File: config.mk
export PLATFORM = sky130hd
export DESIGN_NAME = bist_sig_analyzer
export DESIGN_NICKNAME = d
export VERILOG_FILES = /design/src/rtl/bist_sig_analyzer.sv
export SDC_FILE = /design/constraint.sdc
export NUM_CORES = 1
export LEC_CHECK = 0
export ABC_AREA = 1
export BUFFER_PORTS_ARGS = -buffer_cell sky130_fd_sc_hd__buf_2
export CORE_MARGIN = 2
export CORE_UTILIZATION = 50
export CTS_BUF_LIST = sky130_fd_sc_hd__clkbuf_4
export DETAILED_ROUTE_END_ITERATION = 12
export PLACE_DENSITY = 0.82
export RECOVER_POWER = 100
export SYNTH_ARGS = -nofsm -noshare
export SYNTH_HDL_FRONTEND = slang
export SYNTH_SLANG_ARGS = --single-unit
File: constraint.sdc
create_clock -name CP -period 1.2 [get_ports CP]
set_input_delay 0.18 -clock CP [delete_from_list [all_inputs] [get_ports CP]]
set_output_delay 0.18 -clock CP [all_outputs]
set_load 0.01 [all_outputs]
File: src/rtl/bist_sig_analyzer.sv
// bist_sig_analyzer: 16-bit serial-input signature register compacting NUM_PAT valid z samples per run.
// Define GOLDEN_CMP_EN to build the registered golden-signature comparator that drives pass.
module bist_sig_analyzer #(
    parameter int          NUM_PAT = 4,
    parameter int          CNT_W   = 8,
    parameter logic [15:0] POLY    = 16'h1021,
    parameter logic [15:0] SEED    = 16'hFFFF,
    parameter logic [15:0] GOLDEN  = 16'h0000
) (
    input  logic        CP,
    input  logic        RST,
    input  logic        start,
    input  logic        z,
    input  logic        z_valid,
    output logic        busy,
    output logic        done,
    output logic [15:0] signature,
    output logic        pass
);
    typedef enum logic [1:0] {IDLE, RUN, DONE} state_t;
    localparam logic [CNT_W-1:0] LAST = CNT_W'(NUM_PAT - 1);
    state_t           state, state_nx;
    logic [15:0]      sig, sig_nx;
    logic [CNT_W-1:0] cnt, cnt_nx;
    logic             fb;
    always_comb begin
        state_nx = state;
        sig_nx   = sig;
        cnt_nx   = cnt;
        fb       = sig[15] ^ z;
        case (state)
            IDLE, DONE: if (start) begin
                state_nx = RUN;
                sig_nx   = SEED;
                cnt_nx   = '0;
            end
            RUN: if (z_valid) begin
                sig_nx   = {sig[14:0], 1'b0} ^ (fb ? POLY : 16'h0000);
                cnt_nx   = cnt + 1'b1;
                state_nx = (cnt == LAST) ? DONE : RUN;
            end
            default: state_nx = IDLE;
        endcase
    end
    always_ff @(posedge CP) begin
        if (RST) begin
            state <= IDLE;
            sig   <= SEED;
            cnt   <= '0;
        end else begin
            state <= state_nx;
            sig   <= sig_nx;
            cnt   <= cnt_nx;
        end
    end
    assign busy      = (state == RUN);
    assign done      = (state == DONE);
    assign signature = sig;
`ifdef GOLDEN_CMP_EN
    logic pass_q;
    // Judged once on entry to DONE, held while there, dropped on leaving.
    always_ff @(posedge CP) begin
        if (RST) pass_q <= 1'b0;
        else     pass_q <= (state_nx == DONE) && ((state == DONE) ? pass_q : (sig_nx == GOLDEN));
    end
    assign pass = pass_q;
`else
    logic unused_golden;
    assign unused_golden = ^GOLDEN;
    assign pass = 1'b0;
`endif
endmodule

==> results of run 1 <==
==> through the flow <==
stage	util	total power, mW
global route	0.6555	1.754
floorplan	-	1.153
detailed placement	0.6112	1.262
finish	0.6555	1.661
global placement	0.6112	1.252
CTS	0.6387	1.641
==> layout make-up <==
class / count / area, um^2
Clock buffer: 3 / 22.52
Inverter: 23 / 98.84
Clock inverter: 1 / 3.754
Multi-Input combinational cell: 111 / 569.3
Sequential cell: 26 / 528.0
Tap cell: 28 / 35.03
Timing Repair Buffer: 32 / 206.4
Fill cell: 218 / 769.5
==> sequential cells by signal, indices dropped and copies added, names as in the netlist <==
register,flops
state,2
signature,16
cnt,8
==> power groups by stage <==
stage                     logic, mW  registers [mW]  clock network, mW
after detailed placement      0.302           0.959                  0
after global routing          0.372           0.956              0.425
after CTS                     0.315           0.945              0.381
after floorplan               0.181           0.973                  0
after global placement        0.296           0.957                  0
final                         0.333           0.949              0.379
==> repair_timing <==
item	4_1_cts	5_1_grt
hold buffers	0	0
pin swaps	0	5
gates cloned	0	1
buffers inserted	0	2
setup endpoints to repair	3	6
resized for setup	12	13
==> final timing paths <==
kind,depth (start not counted),end
setup / recovery,4,busy
hold / removal,2,cnt[1]$_SDFFE_PP0P_
setup reg to reg,6,cnt[2]$_SDFFE_PP0P_
hold reg to reg,1,cnt[0]$_SDFFE_PP0P_
==> synthesized netlist by cell type (2+ instances only) <==
cell type,instances,area share
nand2_2,3,0.016
a21oi_1,11,0.046
dfxtp_1,26,0.44
nand3_2,2,0.017
nand3_1,14,0.059
o211ai_1,2,0.013
nand4_1,2,0.010
inv_1,23,0.072
nor2_1,11,0.035
buf_6,2,0.019
a21oi_2,2,0.015
o21ai_0,13,0.054
nand2_1,46,0.14
==> kinds of logic after synthesis <==
logic type,Yosys count
compound gates,30
other cells,1
flops,26
fa+ha+maj,1
simple gates,79
buf+inv,29
==> layer usage <==
layer,up-vias,share of wire
li1,584,-
met1,522,0.44
met4,0,0.012
met5,-,0
met3,4,0.043
met2,33,0.50
==> qor.yml, run 1 <==
global_routing:
  grt_pass1_vias: 996
  antenna_found_initial: 0
  grt_pass1_wl_um: 4243
  grt-ovfl-total: 0
  grtUsageMet1: 0.2527
  met3_usage: 0.04237
  gr-max-usage-layer: "met2"
  grt_use_total: 0.2094
  grt_max_degree: 15
  use_met2: 0.3583
critical_path:
  worstPathCellList: "clkinv_4 > nand2_8 > inv_6 > buf_6"
  reg2reg_slack_ps: 30
  crit_family: "flip-flops"
  crit_start: "state[1]$_SDFFE_PP0P_"
  worstSetupPathType: "reg2out"
  end_kind: "output port"
  cpPeakStageDelay_ps: 370
  cp_max_fo: 4
  arrival_ps: 1020
  cp.required_ps: 1020
  crit_path_top_delay_cell: "dfxtp_2"
  start_kind: "register"
  r2r_start: "state[0]$_SDFFE_PP0P_"
  cp_num_buf_inv: 3
power:
  power_frac_clock: 0.228
  comb_power_share: 0.200
  p_seq_frac: 0.572
  powerDensity_nw_per_um2: 1134
  p_sw_mw: 0.4914
  p_sw_frac: 0.2959
  peakVddDrop_mv: 0.8581
  intPower_mw: 1.169
  power_leakage_nw: 0.6544
yosys:
  synth_top_family_by_area: "simple AND/OR/NAND/NOR gates"
  syn-instance-count: 166
  synth_mux_area_frac: 0
  synth_edf_count: 0
  synth_xor_area_frac: 0
  synth_compound_area_frac: 0.1391
  synthesis.nets: 172
  syn_area_per_cell_um2: 7.206
  ys_seq_elements: 26
  netlist_area_um2: 1196
  synth_cell_types: 22
  async_flop_share: 0
  synth_warnings: 0
  synth-main-ff-cell: "dfxtp_1"
  synth.yosys.seq_area_share: 0.4351
  yosys.area_share.simple: 0.2950
  synth_fa_ha_area_frac: 0.01046
die:
  start_util: 0.5356
  core_region_area_um2: 2233
  ios: 24
  row_count: 17
  fp.dieW_um: 52.91
  die_height_um: 52.91
  fp.dieArea_um2: 2799
clock_tree:
  cts_tree: "built"
  clk_latency_ps: 320
  cts_root_buffer: "clkbuf_4"
  cts_buffers: 3
  htree_levels: 1
  cts.sinks: 26
  cts.clk_slew.worst_paths_ps: 140
  cts_buffer_depth: 2
final_layout:
  drive_gt1_frac: 0.1939
  finalNonFillerCells: 224
  final_common_cell: "nand2_1"
  antenna_cells: 0
  nets: 203
  stdcell_area_um2: 1464
  final_cell_mix: "nand2_1 (44), dfxtp_1 (22), inv_1 (20)"
  area_growth_pct: 22.38
placed_design:
  dpl_cell_area_um2: 1365
  io_buffers: 22
  post-dp-hpwl_um: 1895
  dp_cells: 217
  pre_cts_slack_ps: -16.56
  place.gp.congestion: 0.7287
job:
  maxCapViolCount: 0
sta:
  fmax_mhz: 832.2
  fin_ws_ps: -1.598
  maxSlewViolCount: 0
  hold_ws_ps: 45.40
  hold_viol: 0
  rsz0062_at_grt: "yes"
  period_share: 1.001
  fin_tns_setup_ps: -1.598
  layout_min_cycle_time_ps: 1202
  setup_violations: 1
  clock_skew_ps: 2.555
detailed_routing:
  drt-total-wl_um: 2781
  viasPerCell: 5.103
  wl_per_cell_um: 12.42
  ant_nets: 0
  dr.pass1.iters: 4
  vias: 1143
  drc: 0
  drtIter0Drc: 19
worst_hold_path:
  hp-class: "in2reg"
  min_from: "RST"
status:
  violations: "negative setup slack"
  status: "finished with violations"
Note: power is estimated with default switching activity, not from simulation.
==> run 2, diff against run 1 <==
PLACE_DENSITY = 0.85   (was 0.82)
==> qor.yml, run 2 (synthesized netlist as in run 1, its figures left out) <==
status:
  status: "finished clean"
sta:
  clock_skew_ps: 6.172  # +3.616 ps
  fmax_mhz: 853.4  # +2.5%
  hold_viol: 0  # unchanged
  layout_min_cycle_time_ps: 1172  # -29.78 ps
  period_share: 0.9765  # -0.02482
  fin_ws_ps: 28.18  # +29.78 ps
  fin_tns_setup_ps: 0  # +1.598 ps
  setup_violations: 0  # -1
  maxSlewViolCount: 0  # unchanged
  rsz0062_at_grt: "yes"
final_layout:
  area_growth_pct: 21.03
  largest_register_ffs: 16  # unchanged
  drive_gt1_frac: 0.2132  # +0.01932
  final_common_cell: "nand2_1"
  final_cell_mix: "nand2_1 (45), dfxtp_1 (22), inv_1 (18)"
  antenna_cells: 0  # unchanged
  nets: 204  # +0.49%
  fillers: 203  # -6.9%
detailed_routing:
  dr.pass1.iters: 4  # unchanged
  drt-total-wl_um: 2699  # -2.9%
  vias: 1160  # +1.5%
  drc: 0  # unchanged
  wl_per_cell_um: 12.00  # -3.4%
  drtIter0Drc: 25  # +6
  ant_nets: 0  # unchanged
  viasPerCell: 5.156  # +1.0%
global_routing:
  grt_max_degree: 15  # unchanged
  grt_use_total: 0.2065  # -0.002880
  grt-ovfl-total: 0  # unchanged
  antenna_found_initial: 0  # unchanged
  grt_pass1_vias: 1058  # +6.2%
  grt_pass1_wl_um: 4236  # -0.16%
die:
  start_util: 0.5356  # unchanged
  fp.dieW_um: 52.91  # unchanged
  row_count: 17  # unchanged
  die_height_um: 52.91  # unchanged
  core_region_area_um2: 2233  # unchanged
  ios: 24  # unchanged
  fp.dieArea_um2: 2799  # unchanged
placed_design:
  place.gp.congestion: 0.7390  # +1.4%
  io_buffers: 22  # unchanged
  post-dp-hpwl_um: 1996  # +5.3%
  pre_cts_slack_ps: -11.74  # +4.824 ps
power:
  power_leakage_nw: 0.6435  # -1.7%
  peakVddDrop_mv: 0.9239  # +7.7%
  powerDensity_nw_per_um2: 1138  # +0.31%
clock_tree:
  cts_buffers: 3  # unchanged
  cts_root_buffer: "clkbuf_4"
  cts.clk_slew.worst_paths_ps: 140  # about the same
  cts_buffer_depth: 2  # unchanged
  cts.sinks: 26  # unchanged
  cts_tree: "built"
  clk_latency_ps: 320  # about the same
  htree_levels: 1  # unchanged
critical_path:
  worstPathCellList: "nor2_2 > buf_2"
  arrival_ps: 990  # -30 ps
  worstSetupPathType: "reg2out"
  start_kind: "register"
  cpPeakStageDelay_ps: 400  # +30 ps
  cp_max_fo: 5  # +1
  end_kind: "output port"
  cp.required_ps: 1020  # about the same
  crit_path_top_delay_cell: "dfxtp_4"
job:
  maxCapViolCount: 0  # unchanged
worst_hold_path:
  hp-class: "in2reg"
-- run 2: cell types whose count changed in the layout (fill, tap and decap cells not counted), moves of 2 or more --
cell | before | now
inv_1 | 20 | 18
buf_4 | 6 | 9
inv_2 | 0 | 2
buf_6 | 3 | 1
-- run 2: timing repair --
action | CTS | global route
endpoints found under the setup margin | 7 | 11
pin swaps | 1 | 2
hold buffers | 0 | 0
gates resized for setup | 8 | 13
setup buffers | 1 | 2
-- run 2: worst paths after layout --
| check | startpoint | to | slack, ps | cells past startpoint |
|---|---|---|---|---|
| min | RST | state[1]$_SDFFE_PP0P_ | 50 | 2 |
| max reg2reg | state[1]$_SDFFE_PP0P_ | cnt[4]$_SDFFE_PP0P_ | 90 | 7 |
| min reg2reg | signature[7]$_SDFFE_PP1P_ | signature[8]$_SDFFE_PP1P_ | 470 | 2 |
| max | state[0]$_SDFFE_PP0P_ | done | 30 | 2 |
-- run 2: metrics by stage --
step                  util  std cells  instance area, um^2  hold WS, ps  power [mW]
floorplan                -        166                 1196        249.1       1.153
global placement    0.6146        218                 1373        395.1       1.256
detailed placement  0.6146        218                 1373        410.6       1.269
CTS                 0.6370        223                 1423        59.92       1.641
global route        0.6482        225                 1448        34.25       1.735
finish              0.6482        225                 1448        51.03       1.647
-- run 2: power breakdown --
part	switching (mW)	internal (mW)
clock network	0.250	0.122
logic	0.192	0.139
registers	0.0376	0.907
total	0.479	1.17
-- run 2: worst max-delay path, delay by kind of cell, from the launching register on --
family / cells / cell delay (ps)
AND/OR/NAND/NOR: 1 / 130
buffers and inverters: 1 / 140
flip-flops: 1 / 400
-- run 2: metal layers --
| metal | routed length (um) | GRT usage | vias to the layer above |
|---|---|---|---|
| li1 | - | - | 588 |
| met1 | 1155 | 0.2211 | 539 |
| met2 | 1425 | 0.3979 | 28 |
| met3 | 81 | 0.02825 | 5 |
| met4 | 37 | 0.08547 | 0 |
| met5 | 0 | 0 | - |
-- run 2: area by class of cell --
type / instances / area, um^2 / area share
Inverter: 23 / 95.09 / 0.06569
Clock buffer: 3 / 22.52 / 0.01556
Tap cell: 28 / 35.03 / 0.02420
Clock inverter: 1 / 3.754 / 0.002593
Sequential cell: 26 / 528.0 / 0.3647
Multi-Input combinational cell: 111 / 559.3 / 0.3863
Timing Repair Buffer: 33 / 203.9 / 0.1409
==> run 3, diff against run 2 <==
ABC_AREA = unset   (was 1)
CORE_UTILIZATION = 30   (was 50)
PLACE_DENSITY = 0.59   (was 0.85)
==> qor.yml, run 3 <==
clock_tree:
  clk_latency_ps: 330  # about the same
  hold_buffers: 0  # unchanged
  cts.sinks: 26  # unchanged
  cts_root_buffer: "clkbuf_4"
  cts_tree: "built"
  cts_buffers: 3  # unchanged
  htree_levels: 1  # unchanged
  cts.clk_slew.worst_paths_ps: 160  # +20 ps
  cts_buffer_depth: 2  # unchanged
final_layout:
  finalNonFillerCells: 220  # -2.2%
  largest_register_ffs: 16  # unchanged
  stdcell_area_um2: 1872  # +29%
  final_common_cell: "dfxtp_1"
  antenna_cells: 0  # unchanged
  final_cell_mix: "dfxtp_1 (22), buf_4 (18), clkbuf_1 (15)"
  drive_gt1_frac: 0.4412  # +0.2280
  area_growth_pct: 48.12
  nets: 177  # -13%
critical_path:
  worstSetupPathType: "reg2out"
  cp_num_buf_inv: 2  # +1
  worstPathCellList: "buf_6 > nor2b_4 > buf_6"
  ff2ff_path_depth: 4  # -3
  crit_path_top_delay_cell: "dfxtp_4"
  start_kind: "register"
  cp.required_ps: 1020  # about the same
  path_depth: 3  # +1
  crit_family: "flip-flops"
  cpMostUsedCell: "buf_6"
  end_kind: "output port"
  arrival_ps: 1140  # +150 ps
  cp_max_fo: 8  # +3
  cpPeakStageDelay_ps: 400  # about the same
global_routing:
  grt_use_total: 0.1562  # -0.05032
  grt_pass1_vias: 1178  # +11%
  grt_max_degree: 16  # +1
  grt_pass1_wl_um: 5547  # +31%
  antenna_found_initial: 0  # unchanged
  grt-ovfl-total: 0  # unchanged
sta:
  hold_ws_ps: 161.6  # +110.6 ps
  layout_min_cycle_time_ps: 1322  # +150.2 ps
  rsz0062_at_grt: "yes"
  maxSlewViolCount: 0  # unchanged
  fin_ws_ps: -122.0  # -150.2 ps
  fmax_mhz: 756.4  # -11%
  period_share: 1.102  # +0.1252
  setup_violations: 26  # +26
  clock_skew_ps: 9.927  # +3.755 ps
  hold_viol: 0  # unchanged
die:
  row_count: 23  # +6
  fp.dieArea_um2: 4747  # +70%
  start_util: 0.3137  # -0.2219
  core_region_area_um2: 4029  # +80%
  die_height_um: 68.90  # +30%
  fp.dieW_um: 68.90  # +30%
  ios: 24  # unchanged
worst_hold_path:
  hp-class: "in2reg"
  hold_depth: 2  # unchanged
yosys:
  synth-main-ff-cell: "dfxtp_1"
  netlist.area_leader.share: 0.4119  # -0.02327
  synth.yosys.seq_area_share: 0.4119  # -0.02327
  async_flop_share: 0  # unchanged
  synth_area_leaders: "dfxtp_1 (41%), nor4b_1 (4.9%), a221o_1 (4.8%)"
  syn-instance-count: 125  # -25%
  synth_edf_count: 0  # unchanged
  synth_cell_types: 36  # +64%
  synth_top_cell_by_area: "dfxtp_1"
  synthesis.nets: 131  # -24%
  syn_area_per_cell_um2: 10.11  # +40%
  ys_seq_elements: 26  # unchanged
  netlist_area_um2: 1264  # +5.6%
  synth_warnings: 0  # unchanged
  yosysMostFrequentCell: "dfxtp_1"
  synthTopCellsByCount: "dfxtp_1 (26), nor3_1 (10), nand3_1 (9), o21ai_0 (8), nor4b_1 (7)"
placed_design:
  io_buffers: 22  # unchanged
  dpl_cell_area_um2: 1538  # +12%
  place.gp.congestion: 0.7813  # +5.7%
  post-dp-hpwl_um: 2329  # +17%
  dp_cells: 208  # -4.6%
detailed_routing:
  viasPerCell: 5.555  # +7.7%
  ant_nets: 0  # unchanged
  drc: 0  # unchanged
  wl_per_cell_um: 16.82  # +40%
  drtIter0Drc: 19  # -24%
  vias: 1222  # +5.3%
  dr.pass1.iters: 4  # unchanged
  drt-total-wl_um: 3701  # +37%
job:
  maxCapViolCount: 0  # unchanged
power:
  power_leakage_nw: 0.6540  # +1.6%
  powerDensity_nw_per_um2: 1019  # -10%
  peakVddDrop_mv: 0.5618  # -39%
  p_total_mw: 1.907  # +16%
status:
  violations: "negative setup slack"
  status: "finished with violations"
==> run 3: changes by cell type after synthesis, moves of 6 or more <==
cell,change
nor3_1,+10
a221o_1,+6
a21oi_1,-9
nor2_1,-9
nand2_1,-44
inv_1,-20
nor4b_1,+7
==> run 3: final timing paths <==
path	from	end	slack (ps)
worst min register to register	cnt[7]$_SDFFE_PP0P_	cnt[7]$_SDFFE_PP0P_	540
worst max-delay path	state[1]$_SDFFE_PP0P_	busy	-120
worst max register to register	state[0]$_SDFFE_PP0P_	signature[10]$_SDFFE_PP1P_	-110
worst min-delay path	RST	state[1]$_SDFFE_PP0P_	160
==> run 3: area by class of cell <==
class / count / area [um^2]
Tap cell: 50 / 62.56
Clock buffer: 3 / 22.52
Inverter: 3 / 11.26
Timing Repair Buffer: 48 / 326.6
Clock inverter: 1 / 30.03
Multi-Input combinational cell: 89 / 890.9
Fill cell: 397 / 2157
Sequential cell: 26 / 528.0
==> run 3: logic make-up (layout without fill, tap and decap cells) <==
logic type | Yosys count | in the layout | share of synthesized area
AO/OA/AOI/OAI | 28 | 28 | 0.1881
XOR/XNOR | 3 | 3 | 0.02080
adder cells (fa/ha/maj) | 1 | 1 | 0.009899
buffers and inverters | 13 | 55 | 0.07227
flip-flops | 26 | 26 | 0.4119
multiplexers | 5 | 5 | 0.03961
other | 1 | 1 | 0.002967
AND/OR/NAND/NOR | 48 | 51 | 0.2545
==> run 3: metrics by stage <==
stage / TNS, ps / utilization / setup slack [ps]
after global placement: -844.4 / 0.3817 / -92.87
final: -1596 / 0.4646 / -122.0
after CTS: -989.3 / 0.4345 / -77.38
after floorplan: 0 / - / 19.95
after global routing: -2948 / 0.4646 / -159.5
after detailed placement: -1566 / 0.3817 / -126.8
==> run 3: repair_timing <==
action | CTS | global route
endpoints found under the setup margin | 25 | 28
resized for setup | 34 | 22
pin swaps | 5 | 11
cloned | 1 | 3
buffers inserted | 4 | 2
==> run 3: power breakdown <==
part	switching, mW	total [mW]	leakage [nW]	internal [mW]
logic	0.212	0.390	0.413	0.177
clock network	0.279	0.617	0.0279	0.338
registers	0.0184	0.900	0.213	0.882
total	0.510	1.91	0.654	1.40
==> run 3: layer usage <==
layer | GRT usage | routed length, um | up-vias
met2 | 0.2813 | 2029 | 24
met5 | 0 | 0 | -
met1 | 0.1916 | 1556 | 621
met4 | 0.04167 | 24 | 0
met3 | 0.02597 | 90 | 4
li1 | - | - | 573
